==> src/rtl/exception_source_arbiter.sv <==
// Exception/interrupt front end: synchronises raw sources, latches rising edges as sticky
// pending requests, masks them and grants by fixed priority with nested in-service tracking.
module exception_source_arbiter #(
  parameter int unsigned NSRC       = 3,
  parameter logic [31:0] VEC_BASE   = 32'h0000_0800,
  parameter logic [31:0] VEC_STRIDE = 32'h0000_0020,
  parameter int unsigned CNT_W      = 11
) (
  input  logic             clk,
  input  logic             reset,
  input  logic [NSRC-1:0]  src_in,
  input  logic             mask_we,
  input  logic [NSRC-1:0]  mask_wdata,
  input  logic             int_ack,
  input  logic             eret,
  output logic             int_req,
  output logic [1:0]       int_id,
  output logic [31:0]      int_vec,
  output logic [NSRC-1:0]  pending,
  output logic [NSRC-1:0]  in_service,
  output logic [CNT_W-1:0] cnt_exc
);

  logic [NSRC-1:0]  sync1_q, sync2_q, edge_q;
  logic [NSRC-1:0]  pending_q, in_service_q, mask_q;
  logic [CNT_W-1:0] cnt_q;

  logic [NSRC-1:0]  rise, eligible, ack_bit, eret_bit;
  logic             ack_ok, svc_found;
  int unsigned      cur;

  assign rise     = sync2_q & ~edge_q;
  assign eligible = pending_q & mask_q;

  always_comb begin
    cur       = NSRC;
    svc_found = 1'b0;
    for (int unsigned i = 0; i < NSRC; i++) begin
      if (in_service_q[i] && !svc_found) begin
        cur       = i;
        svc_found = 1'b1;
      end
    end
    // Only sources strictly above the innermost active handler may request.
    int_req = 1'b0;
    int_id  = '0;
    for (int unsigned i = 0; i < NSRC; i++) begin
      if (eligible[i] && (i < cur) && !int_req) begin
        int_req = 1'b1;
        int_id  = 2'(i);
      end
    end
  end

  assign int_vec  = VEC_BASE + (32'(int_id) * VEC_STRIDE);
  assign ack_ok   = int_ack && int_req;
  assign ack_bit  = ack_ok ? (NSRC'(1) << int_id) : '0;
  assign eret_bit = eret ? (in_service_q & (~in_service_q + NSRC'(1))) : '0;

  always_ff @(posedge clk or negedge reset) begin
    if (!reset) begin
      sync1_q      <= '0;
      sync2_q      <= '0;
      edge_q       <= '0;
      pending_q    <= '0;
      in_service_q <= '0;
      mask_q       <= '1;
      cnt_q        <= '0;
    end else begin
      sync1_q      <= src_in;
      sync2_q      <= sync1_q;
      edge_q       <= sync2_q;
      pending_q    <= (pending_q & ~ack_bit) | rise;
      in_service_q <= (in_service_q & ~eret_bit) | ack_bit;
      if (mask_we)
        mask_q <= mask_wdata;
      if (ack_ok && (cnt_q != '1))
        cnt_q <= cnt_q + CNT_W'(1);
    end
  end

  assign pending    = pending_q;
  assign in_service = in_service_q;
  assign cnt_exc    = cnt_q;

endmodule

==> config.mk <==
export PLATFORM = sky130hd
export DESIGN_NAME = exception_source_arbiter
export DESIGN_NICKNAME = d
export VERILOG_FILES = /design/src/rtl/exception_source_arbiter.sv
export SDC_FILE = /design/constraint.sdc
export NUM_CORES = 1
export LEC_CHECK = 0
export ABC_AREA = 1
export BUFFER_PORTS_ARGS = -buffer_cell sky130_fd_sc_hd__buf_2
export CAP_MARGIN = 25
export CORE_ASPECT_RATIO = 1.2
export CORE_MARGIN = 2
export CORE_UTILIZATION = 43
export DETAILED_ROUTE_END_ITERATION = 6
export PLACE_DENSITY = 0.8
export SETUP_SLACK_MARGIN = 0.15
export SYNTH_ARGS = -nofsm -noshare
export SYNTH_HDL_FRONTEND = slang
export SYNTH_SLANG_ARGS = --single-unit
==> constraint.sdc <==
create_clock -name clk -period 1.2 [get_ports clk]
set_input_delay 0.06 -clock clk [delete_from_list [all_inputs] [get_ports clk]]
set_output_delay 0.06 -clock clk [all_outputs]
set_load 0.005 [all_outputs]
==> impl_metrics.toml <==
[power]
p_leak_nw = 1.26
powerDensity_mw_per_mm2 = 2050
clock_power_share_pct = 21.5
peakVddDrop_uv = 895
p_sw_share_pct = 35.9
p_comb_share_pct = 50.2
p_sw_mw = 1.76
internal_power_mw = 3.16
p_seq_share_pct = 28.3

[timing]
hold_viol_final = 0
setup-violations-final = 22
post-route-period-util_pct = 130
finalClockSkew_ps = 9.27
fin_ws_ps = -356
fmax_mhz = 643
rsz0062_at_grt = "true"
holdWs_ps = 17.8
slew_viol_final = 0
layout_min_cycle_time_ps = 1560

[min_path]
hold_end = "mask_q[0]"
hold_start = "mask_wdata[0]"
hold_path_class = "in -> reg"
hold_depth = 2

[cells_and_area]
drive_above_1_share_pct = 49.2
syn2layout_area_growth_pct = 52.1
final_nets = 275
antennaDiodeCount = 0
fillers = 274
final_area_mm2 = 0.00240

[synth]
yosysWarnings = 0
netlist_area_mm2 = 0.00158
yosysUniqueCellTypes = 20
syn_inst = 184
synth.avg_cell_area_um2 = 8.57
synth_seq_area_share_pct = 46.2
ys_ff_latch = 29

[grt]
grt_start_max_net_pins = 13
antenna_found_initial = 0
gr-usage-all-layers_pct = 19.4
grt-ovfl-total = 0
grt_pass1_vias = 1348
grt_pass1_wl_mm = 6.02

[clocking]
cts_htree_levels = 2
cts_tree = "built"
path_clk_slew_ps = 70
clock_latency_ps = 290
cts_root_buffer = "clkbuf_8"
cts_buffers = 5
cts_sinks = 29
clockBufferDepth = 2

[floorplan]
fp.dieW_um = 59.3
ios = 63
dieHeight_um = 70.4
start_util_pct = 44.2
core_mm2 = 0.00357
die-area_mm2 = 0.00417
rows = 24

[job]
drv_cap = 0

[worst_setup_path]
worst-setup-path-type = "reg -> out"
critPathMaxFanout = 2
start_kind = "flop"
crit_arrival_ps = 1500
crit_path_end_kind = "primary output"
rr_worst_depth = 10
slowest_stage = "dfstp_2"
path_cells = "inv_2 -> nor2_2 -> nand3_2 -> buf_4 -> nand3_4 -> buf_6 -> buf_2"
cpPeakStageDelay_ps = 540
crit-reg2reg-launch = "mask_q[1]"
rrSetupSlack_ps = -320
r2r-end = "cnt_exc[3]"
worst-endpoint-required_ps = 1140

[placement]
port_buffers = 32
pre_cts_ws_ps = -205
gp_congestion = 0.792
placed_area_mm2 = 0.00186
dpl.hpwl_mm = 2.35

[detailed_routing]
wl_per_cell_um = 14.0
ant_nets = 0
first_iter_violations = 85
viasPerCell = 4.70
drt_first_pass_iters = 4
drt-total-wl_mm = 4.24
drc = 0
via_count = 1424

[status]
violations = "negative setup slack"
outcome = "complete, but fails checks"
placed cells by master, fill, tap and decap left out, drive strengths merged:
cell type,Yosys,layout
clkinvlp,0,1
ha,1,1
dfrtp,26,26
nand2,50,50
dlygate4sd3,0,7
xnor2,1,1
clkbuf,0,6
buf,34,70
dfstp,3,3
o21ai,7,7
xor2,3,3
nand4,2,2
nand3b,2,2
nand3,21,21
nor2,12,13
conb,2,30
mux2,2,2
inv,18,18
bufinv,0,1
how the worst max path moves through the flow:
stage | startpoint | end | slack (ps) | depth (start not counted)
after floorplan | cnt_exc[1] | cnt_exc[0] | -70 | 7
after global placement | mask_q[2] | cnt_exc[3] | -150 | 7
after detailed placement | mask_q[2] | cnt_exc[3] | -200 | 7
after CTS | mask_q[2] | int_vec[6] | -310 | 7
after global routing | mask_q[2] | int_req | -420 | 7
final | mask_q[2] | int_req | -360 | 7
area by class of cell:
type,instances,area [um^2],share of cell area [%]
tap,39,48.8,2.03
clock inverter,2,37.5,1.56
timing repair buffer,77,604,25.2
multi-input combinational,132,822,34.3
inverter,18,70.1,2.92
clock buffer,6,82.6,3.44
sequential,29,734,30.6
per-stage QoR:
stage          cells  utilization, %  setup TNS (ps)  power (mW)
3_5_place_dp     275            52.0           -2410        2.77
2_1_floorplan    212               -            -684        2.16
6_report         303            67.2           -5610        4.92
4_1_cts          296            61.7           -3840        4.31
3_3_place_gp     275            52.0           -1690        2.72
5_1_grt          303            67.2           -6880        5.20
power by group through the flow:
stage	clock, mW	combinational (mW)	sequential (mW)
after floorplan	0	0.774	1.38
after CTS	1.07	1.88	1.36
after detailed placement	0	1.43	1.34
final	1.06	2.47	1.39
after global routing	1.12	2.66	1.42
after global placement	0	1.39	1.33
cell usage after synthesis:
master	instances	share of area, %
buf_4	32	15
buf_6	2	1.4
conb_1	2	0.48
dfrtp_1	26	41
dfstp_2	3	5.0
ha_1	1	0.79
inv_1	18	4.3
mux2_2	2	1.4
nand2_1	49	12
nand2_2	1	0.40
nand3_1	18	5.7
nand3_2	3	1.9
nand3b_1	2	0.95
nand4_1	2	0.79
nor2_1	7	1.7
nor2_2	3	1.2
nor2_4	2	1.4
o21ai_0	7	2.2
xnor2_1	1	0.56
xor2_1	3	1.7
logic make-up (layout without fill, tap and decap cells):
family          after synthesis  after routing  share of synthesized area, %
mux                           2              2                          1.43
other cells                   2             30                         0.476
xor+xnor                      4              4                          2.22
compound gates                7              7                          2.22
simple gates                 87             88                          25.7
flops                        29             29                          46.2
buf+inv                      52            103                          20.9
fa+ha+maj                     1              1                         0.793
registers in the layout, indices dropped and copies added, names as in the netlist:
register,cells
cnt_exc,11
edge_q,3
in_service,3
mask_q,3
pending,3
sync1_q,3
sync2_q,3
routing by layer:
layer | routed length (um) | global-route usage, %
met1 | 1670 | 23.1
met2 | 2240 | 32.1
met3 | 238 | 6.11
met4 | 93 | 6.82
met5 | 0 | 0
worst max-delay path: cells and delay by family (launching register included):
kind                   cells  cell delay (ps)
buffers and inverters      4              400
flip-flops                 1              540
AND/OR/NAND/NOR            3              270
repair_timing:
action                                  in CTS  in global routing
gates cloned                                 1                  0
endpoints found under the setup margin      25                 27
setup buffers                                5                  7
pin swaps                                    8                 13
gates resized for setup                     27                 36
hold buffers                                 7                  0
endpoints found under the hold margin       32                  0
Note: power is estimated with default switching activity, not from simulation.
